File: src/rtl/fe_control_array_bgpv.sv
// fe_control_array_bgpv
//   Front-end control for a group of NUM_PIX BGPV pixels. Each pixel has one
//   8-bit configuration register {gain_sel, t_dac[3:0], hit_or_en, cal_en,
//   hit_en}. Registers are written by address or by broadcast (Addr all-ones).
//   The block drives the per-pixel AFE controls and turns AFE or
//   digital-injection hits into synchronised single-cycle HitOut/HitOr pulses.
//
// Optional feature macro: FE_AUTO_MASK_EN
//   When defined, a per-pixel noise counter over a 2**WIN_W cycle window
//   clears a pixel's stored hit_en after NOISE_TH hits and sets MaskFlag.
//   When undefined, MaskFlag is tied low.
//
// Ports
//   Clk, ResetB     clock, asynchronous active-low reset
//   DefConf         force default configuration (DefCalEn supplies cal_en)
//   Wr, Addr, DataIn  configuration write (Addr all-ones = broadcast)
//   DataOut         registered effective config of Addr (0 if out of range)
//   S0, S1          global calibration switches
//   CalEdge         digital-injection strobe, EnDigHit selects it as hit source
//   AfeHit          asynchronous discriminator outputs
//   AfeS0/AfeS1/AfeThDac/AfeGainSel/AfePowerDown  per-pixel AFE controls
//   HitOut, HitOr   hit pulses, OR of enabled pulses one cycle later
//   MaskFlag        sticky auto-mask status
module fe_control_array_bgpv #(
  parameter int NUM_PIX     = 8,
  parameter int SYNC_STAGES = 2,
  parameter int AW          = $clog2(NUM_PIX) + 1,
  parameter int WIN_W       = 10,
  parameter int CNT_W       = 4,
  parameter int NOISE_TH    = 12
) (
  input  logic                   Clk,
  input  logic                   ResetB,
  input  logic                   DefConf,
  input  logic                   DefCalEn,
  input  logic                   Wr,
  input  logic [AW-1:0]          Addr,
  input  logic [7:0]             DataIn,
  output logic [7:0]             DataOut,
  input  logic                   S0,
  input  logic                   S1,
  input  logic                   CalEdge,
  input  logic                   EnDigHit,
  input  logic [NUM_PIX-1:0]     AfeHit,
  output logic [NUM_PIX-1:0]     AfeS0,
  output logic [NUM_PIX-1:0]     AfeS1,
  output logic [4*NUM_PIX-1:0]   AfeThDac,
  output logic [NUM_PIX-1:0]     AfeGainSel,
  output logic [NUM_PIX-1:0]     AfePowerDown,
  output logic [NUM_PIX-1:0]     HitOut,
  output logic                   HitOr,
  output logic [NUM_PIX-1:0]     MaskFlag
);

  localparam logic [7:0] RESET_CFG = 8'hC5;

  logic [7:0]         cfg [NUM_PIX];
  logic [7:0]         eff [NUM_PIX];
  logic [NUM_PIX-1:0] hit_en, cal_en, hit_or_en;
  logic [NUM_PIX-1:0] wr_sel, mask_set, pre_edge;
  logic [7:0]         rd_data;

  // Effective configuration and the combinational AFE controls derived from it.
  always_comb begin
    AfeS0        = '0;
    AfeS1        = '0;
    AfeThDac     = '0;
    AfeGainSel   = '0;
    AfePowerDown = '0;
    hit_en       = '0;
    cal_en       = '0;
    hit_or_en    = '0;
    for (int unsigned p = 0; p < NUM_PIX; p++) begin
      eff[p]             = DefConf ? {1'b1, 4'b1000, 1'b1, DefCalEn, 1'b1} : cfg[p];
      hit_en[p]          = eff[p][0];
      cal_en[p]          = eff[p][1];
      hit_or_en[p]       = eff[p][2];
      AfeThDac[4*p +: 4] = eff[p][6:3];
      AfeGainSel[p]      = eff[p][7];
      AfePowerDown[p]    = ~eff[p][0];
      AfeS0[p]           = eff[p][1] ? S0 : 1'b1;
      AfeS1[p]           = eff[p][1] ? S1 : 1'b1;
    end
  end

  // Address decode: compare against each pixel index so out-of-range and
  // broadcast addresses never select a register for readback.
  always_comb begin
    rd_data = '0;
    wr_sel  = '0;
    for (int unsigned p = 0; p < NUM_PIX; p++) begin
      if (Addr == AW'(p)) rd_data = eff[p];
      wr_sel[p] = Wr & ((Addr == AW'(p)) | (&Addr));
    end
  end

  always_ff @(posedge Clk or negedge ResetB) begin
    if (!ResetB) begin
      for (int unsigned p = 0; p < NUM_PIX; p++) cfg[p] <= RESET_CFG;
    end else begin
      for (int unsigned p = 0; p < NUM_PIX; p++) begin
        if (wr_sel[p])        cfg[p]    <= DataIn;
        else if (mask_set[p]) cfg[p][0] <= 1'b0;
      end
    end
  end

  // Hit path. Both edge detectors run continuously; only the selection
  // between them follows EnDigHit, so a source switch cannot fabricate an edge.
  logic [NUM_PIX-1:0] sync [SYNC_STAGES];
  logic [NUM_PIX-1:0] afe_prev, afe_edge;
  logic               cal_q, dig_edge;

  always_ff @(posedge Clk or negedge ResetB) begin
    if (!ResetB) begin
      for (int unsigned i = 0; i < SYNC_STAGES; i++) sync[i] <= '0;
      afe_prev <= '0;
      cal_q    <= 1'b0;
      HitOut   <= '0;
      HitOr    <= 1'b0;
      DataOut  <= '0;
    end else begin
      sync[0] <= AfeHit;
      for (int unsigned i = 1; i < SYNC_STAGES; i++) sync[i] <= sync[i-1];
      afe_prev <= sync[SYNC_STAGES-1];
      cal_q    <= CalEdge;
      HitOut   <= pre_edge & hit_en;
      HitOr    <= |(HitOut & hit_or_en);
      DataOut  <= rd_data;
    end
  end

  always_comb begin
    afe_edge = sync[SYNC_STAGES-1] & ~afe_prev;
    dig_edge = CalEdge & ~cal_q;
    pre_edge = EnDigHit ? ({NUM_PIX{dig_edge}} & cal_en) : afe_edge;
  end

`ifdef FE_AUTO_MASK_EN
  logic [WIN_W-1:0]   win;
  logic               wrap;
  logic [CNT_W-1:0]   cnt     [NUM_PIX];
  logic [CNT_W-1:0]   cnt_nxt [NUM_PIX];
  logic [NUM_PIX-1:0] flag;

  always_comb begin
    wrap     = &win;
    mask_set = '0;
    for (int unsigned p = 0; p < NUM_PIX; p++) begin
      cnt_nxt[p] = cnt[p];
      if (wrap)                          cnt_nxt[p] = pre_edge[p] ? CNT_W'(1) : '0;
      else if (pre_edge[p] && cnt[p] != '1) cnt_nxt[p] = cnt[p] + 1'b1;
      mask_set[p] = pre_edge[p] && (cnt_nxt[p] == CNT_W'(NOISE_TH));
    end
  end

  // A write to a pixel restarts its count and clears its flag, overriding a
  // mask event in the same cycle.
  always_ff @(posedge Clk or negedge ResetB) begin
    if (!ResetB) begin
      win  <= '0;
      flag <= '0;
      for (int unsigned p = 0; p < NUM_PIX; p++) cnt[p] <= '0;
    end else begin
      win <= win + 1'b1;
      for (int unsigned p = 0; p < NUM_PIX; p++) begin
        cnt[p]  <= wr_sel[p] ? '0 : cnt_nxt[p];
        flag[p] <= wr_sel[p] ? 1'b0 : (flag[p] | mask_set[p]);
      end
    end
  end

  assign MaskFlag = flag;
`else
  localparam int unused_mask_params = WIN_W + CNT_W + NOISE_TH;
  assign mask_set = '0;
  assign MaskFlag = '0;
`endif

endmodule

File: config.mk
export PLATFORM = sky130hd
export DESIGN_NAME = fe_control_array_bgpv
export DESIGN_NICKNAME = d
export VERILOG_FILES = /design/src/rtl/fe_control_array_bgpv.sv
export SDC_FILE = /design/constraint.sdc
export NUM_CORES = 1
export LEC_CHECK = 0
export BUFFER_PORTS_ARGS = -buffer_cell sky130_fd_sc_hd__buf_4
export CAP_MARGIN = 20
export CORE_MARGIN = 3
export CORE_UTILIZATION = 45
export CTS_CLUSTER_DIAMETER = 50
export DETAILED_ROUTE_END_ITERATION = 8
export PLACE_DENSITY = 0.69
export SLEW_MARGIN = 0
export SYNTH_ARGS = -nofsm -noshare
export SYNTH_HDL_FRONTEND = slang
export SYNTH_SLANG_ARGS = --single-unit
File: constraint.sdc
create_clock -name Clk -period 1.7 [get_ports Clk]
set_input_delay 0.17 -clock Clk [delete_from_list [all_inputs] [get_ports Clk]]
set_output_delay 0.17 -clock Clk [all_outputs]
set_load 0.02 [all_outputs]
# == Word-level counts from Yosys, hierarchy flattened ==
# Cells that the tools add are included.
# totals
elab_cells,89
input_bits,29
regBits,106
# op_classes
n_eq_ne,7
bitwise_logic,31
reduce_logical,3
muxes,33
# op_table
operator,n
8-bit 2-to-1 mux,17
8-bit bitwise AND,4
"4-bit by 3-bit == test with 1-bit output, second input constant",4
1-bit 2-to-1 mux,16
1-bit bitwise AND,9
1-bit NOT,9
"4-bit by 2-bit == test with 1-bit output, second input constant",2
8-bit NOT,1
1-bit bitwise OR,8
8-bit OR reduction,1
"4-bit by 1-bit == test with 1-bit output, second input constant",1
4-bit zero test,1
4-bit AND reduction,1

# == Longest topological paths before layout ==
# logic_depth
word_depth,9
mapped_depth,7
mapped_depth_nobuf,5

# == Least setup slack after synthesis ==
# No wires, ideal clock.
# synth_timing
path_type,register -> register
start,register cfg[24] in the netlist's numbering
end,register DataOut[0]
setup_slack_ns,0.309
path_buffers,0
t_arrival_ns,1.297
path_stages_with_launch,4
required_ns,1.606
cell_sequence,dfstp_2 -> nor2_1 -> mux4_2 -> a211oi_1
# synth_via
elab_chain_cells,5
# synth_lines
item,line_no,rtl
start: declaration,57,logic [7:0] cfg [NUM_PIX];
start signal: indexed assignment,102,if (wr_sel[p]) cfg[p] <= DataIn;
8-bit 2-to-1 mux,74,"eff[p] = DefConf ? {1'b1, 4'b1000, 1'b1, DefCalEn, 1'b1} : cfg[p];"
8-bit 2-to-1 mux (4 in series),92,if (Addr == AW'(p)) rd_data = eff[p];
named net rd_data[0],61,logic [7:0] rd_data;
end signal: assignment,129,DataOut <= rd_data;
end: declaration,39,"output logic [7:0] DataOut,"
# The timed path passes the listed nets, and every way through them passes these cells.
# A chain may end at the register's enable or synchronous reset.

# == Final worst setup path ==
# layout_timing
start,register cfg[33] in the netlist's numbering
end,output AfeS1[3]
# layout_via
elab_chain_cells,2
# layout_lines
item,line_no,rtl
8-bit 2-to-1 mux,74,
1-bit 2-to-1 mux,82,AfeS1[p] = eff[p][1] ? S1 : 1'b1;
end: declaration,46,"output logic [NUM_PIX-1:0] AfeS1,"
# No other way between the ends.

==> impl_metrics.tcl <==
set metrics [dict create \
    crit_path_start "cfg[33]" \
    place_area_mm2 0.00621 \
    clk_pin_slew_ns 0.08 \
    nNetsFinal 607 \
    outcome "finished, final reports clean" \
    grt_pass1_wl_mm 21.7 \
    grt_usage 0.219 \
    worstHoldPathType "in -> reg" \
    cts_resized 0 \
    core.rowCount 38 \
    wl_mm 13.5 \
    first_global_vias 3983 \
    port-buffer-count 109 \
    routabilityCongestion 0.896 \
    drc 0 \
    setup_tns_ns 0 \
    slew_violations 0 \
    ant_nets 0 \
    p_leak_nw 2.98 \
    final.min_clock_period_ns 1.61 \
    gr-total-overflow 0 \
    yosysWarnings 0 \
    ys.flop_type "dfrtp_1" \
    dieHeight_um 112 \
    clk_path_buf_depth 2 \
    vias 3929 \
    die_area_mm2 0.0126 \
    synth_top_family_by_area "multiplexers" \
    seq_area_frac_synth 0.529 \
    cp-end-kind "output pin" \
    antenna_cells 0 \
    synth-edff-count 0 \
    dr.pass1.iters 5 \
    synth_compound_area_frac 0.0994 \
    avgViaCountPerCell 5.43 \
    hold_viol 0 \
    critPathKind "reg -> out" \
    synth_seq_cells 106 \
    syn-cell-area_mm2 0.00509 \
    wl_per_cell_um 18.7 \
    cp_max_fo 4 \
    ys_top_cells_by_area "dfrtp_1 (36%), dfstp_2 (17%), mux2_2 (15%)" \
    grt_start_max_net_pins 35 \
    start_util 0.465 \
    rsz0062_at_grt "false" \
    worstHoldStart "Addr[3]" \
    drive_gt1_frac 0.509 \
    finalSetupViolations 0 \
    required_ns 1.53 \
    finalPower_mw 7.52 \
    area_growth_pct 30.0 \
    fin_skew_ns 0.00937 \
    crit-reg2reg-launch "cfg[24]" \
    max_freq_mhz 622 \
    synthMuxAreaShare 0.173 \
    arrival_ns 1.44 \
    final_common_cell "buf_4" \
    final_cell_mix "buf_4 (135), dfrtp_1 (74), mux2_2 (68)" \
    htreeDepth 3 \
    die_x_um 112 \
    clockRootBuffer "clkbuf_16" \
    min_period_over_period 0.946 \
    synthSimpleGateAreaFrac 0.153 \
    io_pins 118 \
    postLayoutCellArea_mm2 0.00661 \
    syn_avg_cell_area_um2 11.5 \
    syn_inst 442 \
    yosys.area.top_type "dfrtp_1" \
    synth_top_area_frac 0.364 \
    numCtsBuffers 9 \
    cts.sink_count 106 \
    synthArstFlopShare 1.00 \
    synthAdderAreaFrac 0 \
    cap_violations 0 \
    cts_tree "yes" \
    powerDensity_mw_per_mm2 1140 \
    antenna_found_initial 0 \
    clock_latency_ns 0.34 \
    dp_hpwl_mm 10.1 \
    first_iter_violations 260 \
    synth_xor_area_frac 0.00172 \
    worst_setup_path_start_kind "flip-flop" \
    synth_cell_types 51 \
    irDropWorstVdd_mv 0.486 \
    core_area_mm2 0.0109 \
]
==> final cells by class <==
cell class	count	area [um2]
multi-input combinational	304	2200
timing repair buffer	150	1210
clock buffer	10	229
inverter	7	26.3
clock inverter	6	72.6
sequential	106	2690
tap	140	175
fill	938	4320
==> critical path, stage by stage, from the launching register on <==
cell,delay (ns)
dfrtp_1,0.39
a21oi_1,0.39
or2_2,0.18
buf_4,0.13
==> worst paths after layout <==
path | to | slack [ns] | cells past startpoint
max reg2reg | DataOut[0] | 0.18 | 3
min in group asynchronous | cfg[28] | 0.32 | 2
max | AfeS1[3] | 0.09 | 3
min | DataOut[7] | 0.11 | 2
min reg2reg | sync[0] | 0.35 | 0
max in group asynchronous | cfg[22] | 0.70 | 3
==> kinds of logic (layout without fill, tap and decap cells) <==
logic type	count (synthesis)	after routing
AO/OA/AOI/OAI	77	77
XOR/XNOR	1	1
buffers and inverters	39	173
flip-flops	106	106
multiplexers	77	77
other	1	8
AND/OR/NAND/NOR	141	141
==> metal layers <==
layer / up-vias / track usage / part of all wire
li1: 1809 / - / -
met1: 1958 / 0.305 / 0.44
met2: 138 / 0.346 / 0.49
met3: 24 / 0.0372 / 0.047
met4: 0 / 0.0833 / 0.022
met5: - / 0 / 0
==> stage by stage <==
stage / std cells / utilization / worst slack [ns] / hold WS [ns]
after global placement: 697 / 0.568 / 0.0923 / 0.154
after floorplan: 449 / - / 0.309 / -0.126
final: 723 / 0.605 / 0.0918 / 0.111
after detailed placement: 697 / 0.568 / 0.0595 / 0.158
after global routing: 723 / 0.605 / 0.0251 / 0.113
after CTS: 723 / 0.605 / 0.0952 / 0.110
==> Yosys cell counts (6+ instances only) <==
cell and instances:
nand3_1 7, buf_4 12, nor2_1 28, dfrtp_1 74, o21ai_0 13, mux2i_1 7, nand2b_1 8, buf_2 8
o22ai_1 6, nor2b_1 29, a21oi_1 21, nand2_1 20, dfstp_2 32, inv_1 6, clkbuf_1 9, or2_2 31
a22oi_1 6, mux2_2 68
==> state kept, by name, summed over array words and instances (netlist names) <==
signal	cells
sync	16
HitOr	1
HitOut	8
cal_q	1
afe_prev	8
DataOut	8
cfg	64
==> power by group <==
part | leakage [nW] | internal, mW | switching (mW)
sequential | 1.24 | 3.11 | 0.316
combinational | 1.60 | 0.990 | 0.991
clock | 0.144 | 1.16 | 0.954
total | 2.98 | 5.26 | 2.26
==> what timing repair did <==
action                                  CTS  global route
hold endpoints to repair                 32             0
hold buffers                             10             0
endpoints found under the setup margin    0             0
setup buffers                             0             0
Note: power is estimated with default switching activity, not from simulation.
